<file path="config.mk">
export PLATFORM = sky130hd
export DESIGN_NAME = icache_axi_rd_bridge_flat
export DESIGN_NICKNAME = d
export VERILOG_FILES = /design/src/rtl/icache_axi_rd_bridge_pkg.sv /design/src/rtl/icache_axi_rd_bridge_if.sv /design/src/rtl/icache_axi_rd_bridge.sv /design/src/flat_wrapper.sv
export SDC_FILE = /design/constraint.sdc
export NUM_CORES = 1
export LEC_CHECK = 0
export CAP_MARGIN = 20
export CORE_ASPECT_RATIO = 1.2
export CORE_UTILIZATION = 26
export DETAILED_ROUTE_END_ITERATION = 6
export PLACE_DENSITY = 0.54
export RECOVER_POWER = 25
export SLEW_MARGIN = 20
export SYNTH_ARGS = -nofsm -noshare
export SYNTH_HDL_FRONTEND = slang
export SYNTH_SLANG_ARGS = --single-unit
</file>
<file path="constraint.sdc">
create_clock -name clk -period 1.6 [get_ports clk]
set_clock_uncertainty 0.2 [all_clocks]
set_input_delay 0.32 -clock clk [delete_from_list [all_inputs] [get_ports clk]]
set_output_delay 0.32 -clock clk [all_outputs]
set_load 0.02 [all_outputs]
</file>
<file path="src/rtl/icache_axi_rd_bridge_pkg.sv">
// Shared constants and state type for the icache line-refill AXI read bridge.
// A line is one 4-beat INCR burst of 32-bit beats.
package icache_axi_rd_bridge_pkg;

    localparam logic [7:0] ICACHE_ARLEN   = 8'd3;
    localparam logic [2:0] AXI_SIZE_4B    = 3'b010;
    localparam logic [1:0] AXI_BURST_INCR = 2'b01;

    localparam int LINE_BYTES = 16;
    localparam int LINE_BEATS = 4;
    localparam int BEAT_W     = 32;
    localparam int LINE_W     = LINE_BEATS * BEAT_W;

    typedef enum logic [1:0] {
        ST_IDLE,
        ST_AR,
        ST_R,
        ST_RESP
    } bridge_state_e;

    // Clear the byte-within-line offset so every burst starts on a line boundary.
    function automatic logic [31:0] line_align(input logic [31:0] addr);
        return {addr[31:4], 4'b0000};
    endfunction

endpackage

</file>
<file path="src/rtl/icache_axi_rd_bridge_if.sv">
// Icache request/response signals plus the AXI4 AR/R channel of the refill bridge.
// master = bridge side, slave = icache + AXI slave side.
interface icache_axi_rd_bridge_if
    import icache_axi_rd_bridge_pkg::*;
#(
    parameter int AXI_ID_W = 4
) ();

    logic                cpu_ren;
    logic [31:0]         cpu_raddr;
    logic                dev_rrdy;
    logic                ren_received;
    logic                dev_rvalid;
    logic [LINE_W-1:0]   dev_rdata;
    logic                flush_flag_valid;

    logic [AXI_ID_W-1:0] arid;
    logic [31:0]         araddr;
    logic [7:0]          arlen;
    logic [2:0]          arsize;
    logic [1:0]          arburst;
    logic                arvalid;
    logic                arready;
    logic [31:0]         rdata;
    logic [1:0]          rresp;
    logic                rlast;
    logic                rvalid;
    logic                rready;

    modport master (
        input  cpu_ren, cpu_raddr, arready, rdata, rresp, rlast, rvalid,
        output dev_rrdy, ren_received, dev_rvalid, dev_rdata, flush_flag_valid,
        output arid, araddr, arlen, arsize, arburst, arvalid, rready
    );

    modport slave (
        output cpu_ren, cpu_raddr, arready, rdata, rresp, rlast, rvalid,
        input  dev_rrdy, ren_received, dev_rvalid, dev_rdata, flush_flag_valid,
        input  arid, araddr, arlen, arsize, arburst, arvalid, rready
    );

endinterface

</file>
<file path="src/rtl/icache_axi_rd_bridge.sv">
// Turns one icache line request into a single 4-beat AXI4 INCR read burst and
// returns the assembled 128-bit line with a one-cycle dev_rvalid pulse.
module icache_axi_rd_bridge
    import icache_axi_rd_bridge_pkg::*;
#(
    parameter int                  AXI_ID_W = 4,
    parameter logic [AXI_ID_W-1:0] AXI_ID   = '0
) (
    input  logic                   clk,
    input  logic                   rst,
    icache_axi_rd_bridge_if.master bus
);

    bridge_state_e                        r_state;
    logic [1:0]                           r_cnt;
    logic [LINE_BEATS-1:0][BEAT_W-1:0]    r_buf;
    logic [31:0]                          r_araddr;
    logic                                 r_arvalid;
    logic                                 r_dev_rvalid;
    logic [LINE_W-1:0]                    r_dev_rdata;

    logic                                 w_idle;
    logic                                 w_accept;
    logic                                 w_last_beat;
    logic [LINE_BEATS-1:0][BEAT_W-1:0]    w_line;
    logic                                 w_unused;

    assign w_idle      = (r_state == ST_IDLE);
    assign w_accept    = bus.cpu_ren & w_idle;
    assign w_last_beat = (r_state == ST_R) & bus.rvalid & (r_cnt == 2'd3);
    assign w_unused    = ^{bus.rresp, bus.rlast, bus.cpu_raddr[3:0]};

    // Buffer with the current beat merged in, so the final beat can be
    // registered straight into dev_rdata on its own handshake edge.
    always_comb begin
        w_line = r_buf;
        for (int k = 0; k < LINE_BEATS; k++) begin
            if (bus.rvalid && (r_cnt == 2'(k))) begin
                w_line[k] = bus.rdata;
            end
        end
    end

    always_ff @(posedge clk) begin
        if (!rst) begin
            r_state      <= ST_IDLE;
            r_cnt        <= 2'd0;
            r_buf        <= '0;
            r_araddr     <= 32'd0;
            r_arvalid    <= 1'b0;
            r_dev_rvalid <= 1'b0;
            r_dev_rdata  <= '0;
        end else begin
            r_dev_rvalid <= 1'b0;
            case (r_state)
                ST_IDLE: begin
                    if (w_accept) begin
                        r_araddr  <= line_align(bus.cpu_raddr);
                        r_arvalid <= 1'b1;
                        r_state   <= ST_AR;
                    end
                end
                ST_AR: begin
                    if (bus.arready) begin
                        r_arvalid <= 1'b0;
                        r_cnt     <= 2'd0;
                        r_state   <= ST_R;
                    end
                end
                ST_R: begin
                    // Beat count alone ends the burst; rlast is not trusted.
                    if (bus.rvalid) begin
                        r_buf[r_cnt] <= bus.rdata;
                        r_cnt        <= r_cnt + 2'd1;
                    end
                    if (w_last_beat) begin
                        r_dev_rvalid <= 1'b1;
                        r_dev_rdata  <= w_line;
                        r_state      <= ST_RESP;
                    end
                end
                ST_RESP: begin
                    r_state <= ST_IDLE;
                end
                default: begin
                    r_state <= ST_IDLE;
                end
            endcase
        end
    end

    assign bus.dev_rrdy         = w_idle;
    assign bus.ren_received     = w_accept;
    assign bus.dev_rvalid       = r_dev_rvalid;
    assign bus.dev_rdata        = r_dev_rdata;
    // The icache drops the next line if it flushes while this is high.
    assign bus.flush_flag_valid = w_accept | (r_state == ST_AR) | (r_state == ST_R);

    assign bus.arid    = AXI_ID;
    assign bus.araddr  = r_araddr;
    assign bus.arlen   = ICACHE_ARLEN;
    assign bus.arsize  = AXI_SIZE_4B;
    assign bus.arburst = AXI_BURST_INCR;
    assign bus.arvalid = r_arvalid;
    assign bus.rready  = (r_state == ST_R);

endmodule
</file>
<file path="src/flat_wrapper.sv">
// flat-port wrapper written by rule: the top's interface ports become plain ports
module icache_axi_rd_bridge_flat import icache_axi_rd_bridge_pkg::*;
#(
    parameter int                  AXI_ID_W = 4,
    parameter logic [AXI_ID_W-1:0] AXI_ID   = '0
)
  (clk, rst, bus_cpu_ren, bus_cpu_raddr, bus_arready, bus_rdata, bus_rresp, bus_rlast, bus_rvalid, bus_dev_rrdy, bus_ren_received, bus_dev_rvalid, bus_dev_rdata, bus_flush_flag_valid, bus_arid, bus_araddr, bus_arlen, bus_arsize, bus_arburst, bus_arvalid, bus_rready);
  icache_axi_rd_bridge_if #(.AXI_ID_W(AXI_ID_W)) bus_i ();
  input  logic clk;
  input  logic rst;
  input wire logic [$bits(bus_i.cpu_ren)-1:0] bus_cpu_ren;
  input wire logic [$bits(bus_i.cpu_raddr)-1:0] bus_cpu_raddr;
  input wire logic [$bits(bus_i.arready)-1:0] bus_arready;
  input wire logic [$bits(bus_i.rdata)-1:0] bus_rdata;
  input wire logic [$bits(bus_i.rresp)-1:0] bus_rresp;
  input wire logic [$bits(bus_i.rlast)-1:0] bus_rlast;
  input wire logic [$bits(bus_i.rvalid)-1:0] bus_rvalid;
  output wire logic [$bits(bus_i.dev_rrdy)-1:0] bus_dev_rrdy;
  output wire logic [$bits(bus_i.ren_received)-1:0] bus_ren_received;
  output wire logic [$bits(bus_i.dev_rvalid)-1:0] bus_dev_rvalid;
  output wire logic [$bits(bus_i.dev_rdata)-1:0] bus_dev_rdata;
  output wire logic [$bits(bus_i.flush_flag_valid)-1:0] bus_flush_flag_valid;
  output wire logic [$bits(bus_i.arid)-1:0] bus_arid;
  output wire logic [$bits(bus_i.araddr)-1:0] bus_araddr;
  output wire logic [$bits(bus_i.arlen)-1:0] bus_arlen;
  output wire logic [$bits(bus_i.arsize)-1:0] bus_arsize;
  output wire logic [$bits(bus_i.arburst)-1:0] bus_arburst;
  output wire logic [$bits(bus_i.arvalid)-1:0] bus_arvalid;
  output wire logic [$bits(bus_i.rready)-1:0] bus_rready;
  assign bus_i.cpu_ren = bus_cpu_ren;
  assign bus_i.cpu_raddr = bus_cpu_raddr;
  assign bus_i.arready = bus_arready;
  assign bus_i.rdata = bus_rdata;
  assign bus_i.rresp = bus_rresp;
  assign bus_i.rlast = bus_rlast;
  assign bus_i.rvalid = bus_rvalid;
  assign bus_dev_rrdy = bus_i.dev_rrdy;
  assign bus_ren_received = bus_i.ren_received;
  assign bus_dev_rvalid = bus_i.dev_rvalid;
  assign bus_dev_rdata = bus_i.dev_rdata;
  assign bus_flush_flag_valid = bus_i.flush_flag_valid;
  assign bus_arid = bus_i.arid;
  assign bus_araddr = bus_i.araddr;
  assign bus_arlen = bus_i.arlen;
  assign bus_arsize = bus_i.arsize;
  assign bus_arburst = bus_i.arburst;
  assign bus_arvalid = bus_i.arvalid;
  assign bus_rready = bus_i.rready;
  icache_axi_rd_bridge #(.AXI_ID_W(AXI_ID_W), .AXI_ID(AXI_ID)) u_core (.clk(clk), .rst(rst), .bus(bus_i));
endmodule
</file>
==> summary.txt <==
Final core occ: 47.61%
Buf+Inv Stages, Crit Path: 3
Final hold violation count: 0
Slew Viols, Final: 0
Fin crit period: 2.054 ns
Status: finished with violations
Dpl hpwl: 18,800 um
Library cells used by synthesis: 29
Total of max-cap violations: 0
ANT cells: 0
Share of cells above drive strength 1: 60.44%
Fill count: 3,385
Clk buf depth: 3
Largest net degree at the start of global routing: 44
Final setup fails: 233
Vias in the first global route: 8,272
Syn Inst Count: 1,048
Post-synth design cell area: 9887 sq um
Synth area leaders: dfxtp_1 52%, mux2i_1 9.8%, nand2_1 9.8%, o2bb2ai_1 8.5%, a21oi_1 6.4%
Placed cells: 1,691
Top cell by count, worst path: buf_6
Count leader, synth: dfxtp_1
Area grow syn2layout: 79.07%
Failing checks: negative setup slack
Fin crit share: 128.4%
Area share of the largest cell type after synthesis: 52.24%
Leak: 7.494 nW
WL/cell: 21.90 um
# clock sinks: 258
Starting Density: 26.59%
Port bufs: 226
Clock latency on the worst-skew pair: 0.55 ns
Max FO, Critical Path: 3
EDFF count, synth: 0
Root Buffer: clkbuf_16
Area of the die: 38,810 sq um
CP endpoint kind: output port
Power per cell area: 1036 nW/um^2
Crit Path Category: reg -> out
Max H-tree Level: 1
Drt initial violations: 530
Die height: 215.6 um
Mapped Avg Cell Area: 9.434 sq um
F_max: 486.8 MHz
Reg clk slew, reported paths: 0.06 ns
Peak per-stage delay on the critical path: 0.38 ns
IO Count: 255
Crit path cell chain: inv_4 > ha_4 > nor2_4 > buf_6 > nand2_4 > buf_6
Fin worst setup slack: -0.4542 ns
Critical Path RT: 1.08 ns
Top FF cell, synth: dfxtp_1
Critical Path AT: 1.53 ns
Initial antenna violation count: 1
Startpoint Class: flip-flop
Kind of cell adding the most delay to the critical path: flip-flops
Router iterations before antenna repair: 5
Fraction of registers with async set/reset: 0%
Hold_buf cts: 0
Post-synthesis sequential element count: 258
Total CTS buffers: 28
CP max stage cell: dfxtp_4
CTS tree: done
Worst hold path type: in -> reg
Antenna viol nets, final: 0
Worst-Margin Slew: 0.5204 ns
Vias per inst: 4.870
Tot Pwr: 18.34 mW
Row count: 77
Sequential cell area fraction in the yosys report: 52.24%
Unrepaired setup endpoints after global routing: yes
Nets: 1,417
Yosys synthesis warning count: 0
DRC Markers: 0
Synth top cells by count: 258 x dfxtp_1, 257 x nand2_1, 126 x a21oi_1
Synth area leader: dfxtp_1
Maximum VDD drop: 863.3 uV
Core area: 37,190 sq um
Routed WL: 40,170 um
Final Instance Count excl. Fillers: 1,834
Global route total overflow: 0
Die X: 180.0 um
Max-Slew Margin vs Limit: 65.20%
GRT Util Overall: 16.80%
Global-route wire length before repair: 50,680 um
Gp weighted congestion: 0.6886
DR vias: 8,932
-- stage by stage --
step / hold WS (ns) / setup TNS [ns] / instance area, sq um / worst slack [ns]
4_1_cts: 0.07894 / -53.91 / 14700 / -0.4790
5_1_grt: 0.09429 / -89.21 / 17700 / -0.5238
2_1_floorplan: 0.2360 / 0 / 10020 / 0.004776
3_3_place_gp: 0.2383 / -81.90 / 12960 / -0.6036
3_5_place_dp: 0.2445 / -84.46 / 12960 / -0.5733
6_report: 0.1040 / -73.33 / 17700 / -0.4542
-- state kept, by name (all words and copies together) (netlist names) --
signal                 cells
u_core.bus.araddr         28
u_core.bus.arvalid         1
u_core.bus.dev_rdata     128
u_core.bus.dev_rvalid      1
u_core.r_buf              96
u_core.r_cnt               2
u_core.r_state             2
-- cells by family (layout without fill, tap and decap cells) --
kind of cell             Yosys count  count (layout)  synth area share [%]
AND/OR/NAND/NOR                  278             278                 11.00
AO/OA/AOI/OAI                    260             260                 18.24
other                              2              21               0.07596
adder cells (fa/ha/maj)            7               7                0.8858
flip-flops                       258             258                 52.24
buffers and inverters            146             439                 7.745
multiplexers                      97              97                 9.820
-- placed cells by master, fill, tap and decap left out, types with 9 or more instances in the layout --
cell type,instances
buf_6,52
o2bb2ai_2,86
nand2_2,39
nand2_4,111
conb_1,21
clkbuf_8,9
dfxtp_1,158
buf_4,155
a21oi_1,40
clkbuf_16,58
nand2_1,110
buf_12,34
a22o_1,32
buf_16,18
dfxtp_2,95
buf_2,12
a21oi_2,86
mux2i_1,92
buf_8,11
clkdlybuf4s50_1,64
-- worst min-delay path: cells and delay by family --
family	cells	cell delay, ns
AND/OR/NAND/NOR	1	0.05
AO/OA/AOI/OAI	1	0.05
buffers and inverters	1	0.40
-- what timing repair did --
item / in CTS / in global routing
setup buffers: 22 / 24
gates resized for setup: 911 / 608
cloned: 18 / 37
pin swaps: 46 / 159
setup endpoints to repair: 410 / 376
-- layer usage --
metal	GRT usage (%)	share of wire (%)	up-vias
met1	22.44	45	4466
met2	27.98	47	258
li1	-	-	4149
met3	2.936	5.6	55
met5	0	0.065	-
met4	4.217	2.2	4
-- worst paths after layout --
path / startpoint / endpoint / slack (ns) / cells past startpoint
setup / recovery: u_core.r_state[0] / bus_flush_flag_valid / -0.45 / 6
hold / removal: bus_cpu_raddr[25] / u_core.bus.araddr[25] / 0.10 / 3
setup reg to reg: u_core.r_state[0] / u_core.bus.dev_rdata[126] / -0.38 / 9
hold reg to reg: u_core.bus.dev_rdata[46] / u_core.bus.dev_rdata[46] / 0.25 / 1
-- area by class of cell --
cell class                      count  area [sq um]  area share, %
Tap cell                          474         593.1          3.350
Clock inverter                     10         138.9         0.7845
Multi-Input combinational cell    663          6136          34.66
Sequential cell                   258          5303          29.95
Timing Repair Buffer              379          4619          26.09
Inverter                            8         50.05         0.2827
Clock buffer                       42         864.6          4.883
-- where the power goes --
group / leakage [nW] / internal, mW / switching, mW
Combinational: 4.87 / 2.22 / 2.27
Sequential: 2.13 / 6.70 / 0.180
Clock: 0.494 / 4.22 / 2.76
No activity file was read; power rests on OpenSTA's default activity.
